[config.mk]
export PLATFORM = sky130hd
export DESIGN_NAME = fwd_scoreboard
export DESIGN_NICKNAME = d
export VERILOG_FILES = /design/src/rtl/riscvibe_pkg.sv /design/src/rtl/fwd_src_match.sv /design/src/rtl/fwd_scoreboard.sv
export SDC_FILE = /design/constraint.sdc
export NUM_CORES = 1
export LEC_CHECK = 0
export CAP_MARGIN = 20
export CORE_MARGIN = 5
export CORE_UTILIZATION = 50
export DETAILED_ROUTE_END_ITERATION = 12
export PLACE_DENSITY = 0.82
export SLEW_MARGIN = 20
export SYNTH_ARGS = -nofsm -noshare
export SYNTH_HDL_FRONTEND = slang
export SYNTH_SLANG_ARGS = --single-unit
[constraint.sdc]
create_clock -name clk -period 5.94 [get_ports clk]
set_input_delay 0.594 -clock clk [delete_from_list [all_inputs] [get_ports clk]]
set_output_delay 0.594 -clock clk [all_outputs]
set_load 0.02 [all_outputs]
[src/rtl/riscvibe_pkg.sv]
// Shared types for the forwarding scoreboard: in-flight producer tag entry
// and the fwd_sel "no forwarding" encoding.
package riscvibe_pkg;

    localparam int FWD_SEL_NONE = 0;

    // Wide enough for any producer-latency field up to 4 bits.
    localparam int TAG_REM_W = 4;

    typedef struct packed {
        logic                 valid;
        logic [4:0]           rd;
        logic                 reg_write;
        logic [TAG_REM_W-1:0] rem;
    } fwd_tag_t;

endpackage

[src/rtl/fwd_src_match.sv]
// Priority match of one source operand against all in-flight producer stages;
// the youngest matching stage wins and reports whether its result is still pending.
module fwd_src_match
    import riscvibe_pkg::*;
#(
    parameter int FWD_DEPTH = 3,
    parameter int SEL_W     = 2
) (
    input  logic                          i_rs_used,
    input  logic [4:0]                    i_rs_addr,
    input  fwd_tag_t [FWD_DEPTH-1:0]      i_tags,
    output logic [SEL_W-1:0]              o_hit_stage,
    output logic                          o_hit_busy
);

    // Scan oldest to youngest so the youngest match overwrites any older one.
    always_comb begin
        o_hit_stage = SEL_W'(FWD_SEL_NONE);
        o_hit_busy  = 1'b0;
        for (int k = FWD_DEPTH - 1; k >= 0; k--) begin
            if (i_rs_used && i_tags[k].valid && i_tags[k].reg_write &&
                (i_tags[k].rd != 5'd0) && (i_tags[k].rd == i_rs_addr)) begin
                o_hit_stage = SEL_W'(k + 1);
                o_hit_busy  = (i_tags[k].rem != '0);
            end
        end
    end

endmodule

[src/rtl/fwd_scoreboard.sv]
// Forwarding scoreboard: tracks in-flight producers, selects forwarding stages
// and stalls load-use hazards. Optional stall counter under FWD_SCOREBOARD_PERF_EN.
module fwd_scoreboard
    import riscvibe_pkg::*;
#(
    parameter  int NUM_SRC   = 2,
    parameter  int FWD_DEPTH = 3,
    parameter  int LAT_W     = 2,
    localparam int SEL_W     = $clog2(FWD_DEPTH + 1)
) (
    input  logic                           clk,
    input  logic                           rst,
    input  logic                           issue_valid,
    input  logic [NUM_SRC-1:0][4:0]        issue_rs_addr,
    input  logic [NUM_SRC-1:0]             issue_rs_used,
    input  logic [4:0]                     issue_rd_addr,
    input  logic                           issue_reg_write,
    input  logic [LAT_W-1:0]               issue_lat,
    input  logic                           flush,
    output logic                           issue_stall,
    output logic [NUM_SRC-1:0][SEL_W-1:0]  fwd_sel
`ifdef FWD_SCOREBOARD_PERF_EN
    ,
    output logic [31:0]                    stall_cycles
`endif
);

    fwd_tag_t [FWD_DEPTH-1:0]       r_tags;
    logic [NUM_SRC-1:0][SEL_W-1:0]  w_hit_stage;
    logic [NUM_SRC-1:0]             w_hit_busy;
    logic                           w_accept;

    function automatic logic [TAG_REM_W-1:0] rem_dec(input logic [TAG_REM_W-1:0] rem);
        return (rem == '0) ? rem : rem - 1'b1;
    endfunction

    for (genvar s = 0; s < NUM_SRC; s++) begin : g_src
        fwd_src_match #(
            .FWD_DEPTH (FWD_DEPTH),
            .SEL_W     (SEL_W)
        ) u_match (
            .i_rs_used   (issue_rs_used[s]),
            .i_rs_addr   (issue_rs_addr[s]),
            .i_tags      (r_tags),
            .o_hit_stage (w_hit_stage[s]),
            .o_hit_busy  (w_hit_busy[s])
        );
    end

    always_comb begin
        issue_stall = issue_valid && (|w_hit_busy);
        for (int s = 0; s < NUM_SRC; s++) begin
            fwd_sel[s] = issue_stall ? SEL_W'(FWD_SEL_NONE) : w_hit_stage[s];
        end
    end

    assign w_accept = issue_valid && !issue_stall && !flush;

    // Payload fields shift freely; only valid/rem are reset, and reset beats flush beats issue.
    always_ff @(posedge clk) begin
        r_tags[0].rd        <= issue_rd_addr;
        r_tags[0].reg_write <= issue_reg_write;
        for (int k = 1; k < FWD_DEPTH; k++) begin
            r_tags[k].rd        <= r_tags[k-1].rd;
            r_tags[k].reg_write <= r_tags[k-1].reg_write;
        end
        if (rst) begin
            for (int k = 0; k < FWD_DEPTH; k++) begin
                r_tags[k].valid <= 1'b0;
                r_tags[k].rem   <= '0;
            end
        end else begin
            r_tags[0].valid <= w_accept;
            r_tags[0].rem   <= TAG_REM_W'(issue_lat);
            for (int k = 1; k < FWD_DEPTH; k++) begin
                r_tags[k].valid <= r_tags[k-1].valid && !flush;
                r_tags[k].rem   <= rem_dec(r_tags[k-1].rem);
            end
        end
    end

`ifdef FWD_SCOREBOARD_PERF_EN
    logic [31:0] r_stall_cycles;

    always_ff @(posedge clk) begin
        if (rst) begin
            r_stall_cycles <= '0;
        end else if (issue_stall && (r_stall_cycles != 32'hFFFF_FFFF)) begin
            r_stall_cycles <= r_stall_cycles + 32'd1;
        end
    end

    assign stall_cycles = r_stall_cycles;
`endif

endmodule

==> results.txt <==
number of synthesized register bits - 30
vias in the first global route - 1013
Sinks on Clock Net - 30
R2R Setup Slk - 3.97 ns
# H-tree levels - 2
M3 GR Usage - 5.45%
Largest regs - r_tags x30
max reg flops - 30
IO Pins - 29
Final Net Count - 191
drt total wl - 2.84 mm
Max IR drop VDD - 0.177 mV
Pwr Total - 0.000395 W
Req. time, crit path - 5.35 ns
share of the yosys chip area belonging to registers - 45.5%
post-synthesis cell type count - 37
die width - 61.4 µm
Worst-path clk slew - 0.09 ns
post-route ant nets - 0
Hold Crit Class - flip-flop to flip-flop
detailed placer's ending HPWL - 2.33 mm
Max Slew Vio Count - 0
Setup-failing EPs final - 0
most common cell in the synthesized netlist - dfxtp_1
total number of vias - 1060
Max Clock Freq - 253 MHz
Most used DFF post-synth - dfxtp_1
CTS root buffer - clkbuf_4
clock latency at the later pin of the worst-skew pair - 0.33 ns
starting density of the core - 52.9%
Clock Skews - 0.0108 ns
core area - 0.00250 mm²
area delta synth->final - 28.3%
end of the worst hold path - r_tags[26]$_DFF_P_
total track usage - 17.8%
DRC errors left - 0
min-delay src - r_tags[15]$_DFF_P_
grt total ovfl - 0
TNS Setup - 0 ns
P_sw - 0.0000948 W
drt wl/cell - 14.5 µm
P per Cell Area - 233 mW/mm²
dominant cells by area after synthesis - dfxtp_1 (45%), xnor2_1 (17%), xor2_1 (3.3%), nor2_1 (2.8%), nand4_1 (2.4%)
Via density - 5.41
min cycle time layout - 3.95 ns
row cnt - 18
CP startpoint - issue_rs_addr[0]
DIE AREA - 0.00377 mm²
Post-Synthesis Cells - 131
initial antenna violation count - 0
Tcrit/Tclk final - 66.4%
TritonCTS Buffers - 5
routability congestion estimate - 0.876
Post-CTS Resized - 0
post-synth top area share - 45.5%
Max-Cap Viols - 0
IO Port Bufs - 28
non-filler instance count after layout - 196
combinational share of power - 13.0%
R2R Path Start - r_tags[19]$_DFF_P_
pin count of the biggest net entering global routing - 10
sequential fraction of design power - 56.0%
Critical R2R Capture - r_tags[10]$_SDFF_PP0_
commonest cells in the netlist - dfxtp_1 (30), xnor2_1 (26), nor2_1 (10)
Ys Warns - 0
setup bufs post-CTS - 0
Cells on Worst Hold Path - 0
GRT met1 Usage - 22.6%
Clock Tree Buf Depth - 2
Synth Net Count - 157
slew margin rel. - 46.8%
WS Path Type - input port to primary output
unrepaired setup endpoints after global routing - no
crit-path max FO - 5
detailed router's first-iteration violation count - 41
Chip Height - 61.4 µm
Worst Tran Pin Value - 0.790 ns
first-pass GRT wire length - 4.72 mm
leak pwr - 0.624 nW
syn_area_per_cell - 10.1 µm²
Post-CTS Hold Buffers - 0
area of the mapped netlist - 0.00132 mm²
Register-to-Register Path Depth - 6
Largest Register - r_tags
outcome - finished clean
asr flop ratio synth - 0%
switching share of power - 24.0%
EDFF count, synth - 0
fill cell count - 207
Pint - 0.000300 W
CTS tree - yes
GRT busiest layer - met2
DR pass1 iterations - 5
post-synth top area cell - dfxtp_1
CP arrival - 3.35 ns
dpl cells - 188
Worst Setup End Kind - primary output
crit path launch type - input port
antenna diode count - 0
final hold vios - 0
clock power share - 31.0%
share of cells above drive strength 1 - 10.8%
GRT met2 Usage - 27.2%
-- layout make-up --
class	count	area (µm²)	share of cell area (%)
timing repair buffer	28	280	16.5
sequential	30	601	35.4
clock inverter	1	5.00	0.295
tap	30	37.5	2.21
clock buffer	7	55.1	3.25
inverter	3	11.3	0.664
multi-input combinational	97	706	41.6
-- per-stage QoR --
stage	hold WS, ns	setup slack, ns	instance area (µm²)	utilization [%]
6_report	0.356	1.99	1700	67.8
5_1_grt	0.370	1.88	1700	67.8
4_1_cts	0.356	1.98	1700	67.8
3_5_place_dp	0.335	1.99	1640	65.4
3_3_place_gp	0.342	2.02	1640	65.4
2_1_floorplan	0.331	3.09	1320	-
-- how the worst max path moves through the flow --
stage	slack [ns]	depth (start not counted)	endpoint
6_report	1.99	9	fwd_sel[3]
5_1_grt	1.88	9	fwd_sel[1]
4_1_cts	1.98	9	fwd_sel[3]
3_5_place_dp	1.99	9	fwd_sel[3]
3_3_place_gp	2.02	9	fwd_sel[3]
2_1_floorplan	3.09	6	fwd_sel[1]
-- power by group through the flow --
stage / clock, W / sequential (W) / combinational (W)
3_3_place_gp: 0 / 0.000225 / 0.0000496
4_1_cts: 0.000126 / 0.000221 / 0.0000513
2_1_floorplan: 0 / 0.000223 / 0.0000277
6_report: 0.000122 / 0.000221 / 0.0000511
5_1_grt: 0.000135 / 0.000223 / 0.0000557
3_5_place_dp: 0 / 0.000226 / 0.0000510
-- placed cells by master, fill, tap and decap left out, types with 2 or more instances in the layout --
| cell | n |
|---|---|
| inv_1 | 3 |
| nand2_1 | 8 |
| xnor2_1 | 26 |
| nor2b_1 | 2 |
| nand3_2 | 2 |
| nand4_1 | 5 |
| or4_1 | 3 |
| nand3b_1 | 2 |
| nand2b_1 | 2 |
| dfxtp_1 | 30 |
| nor2_2 | 3 |
| clkbuf_4 | 5 |
| ha_1 | 2 |
| nor2_1 | 10 |
| nor3_1 | 3 |
| clkdlybuf4s50_1 | 28 |
| nor4_1 | 3 |
| xor2_1 | 5 |
| and2_1 | 2 |
-- logic make-up after synthesis --
family                     after synthesis  synth area share, %
xor gates and xnor gates                31                 20.5
AOI/OAI and AO/OA                        7                 4.45
DFF                                     30                 45.5
adders and majority gates                2                 1.89
muxes                                    1                0.758
other                                    1                0.284
and+or+nand+nor                         55                 25.5
buffers and inverters                    4                 1.14
-- metal layers --
| metal | share of wire [%] | vias up |
|---|---|---|
| li1 | - | 519 |
| met2 | 48 | 33 |
| met4 | 1.7 | 0 |
| met3 | 6.9 | 6 |
| met5 | 0 | - |
| met1 | 44 | 502 |
-- critical path: stages --
cell             delay (ns)
clkdlybuf4s50_1        0.57
xnor2_1                0.14
nand4_1                0.11
or4_2                  0.70
nand3_2                0.12
a21oi_2                0.07
o21a_4                 0.26
nor3_2                 0.16
clkdlybuf4s50_1        0.62
Power figures use the tool's default switching activity.
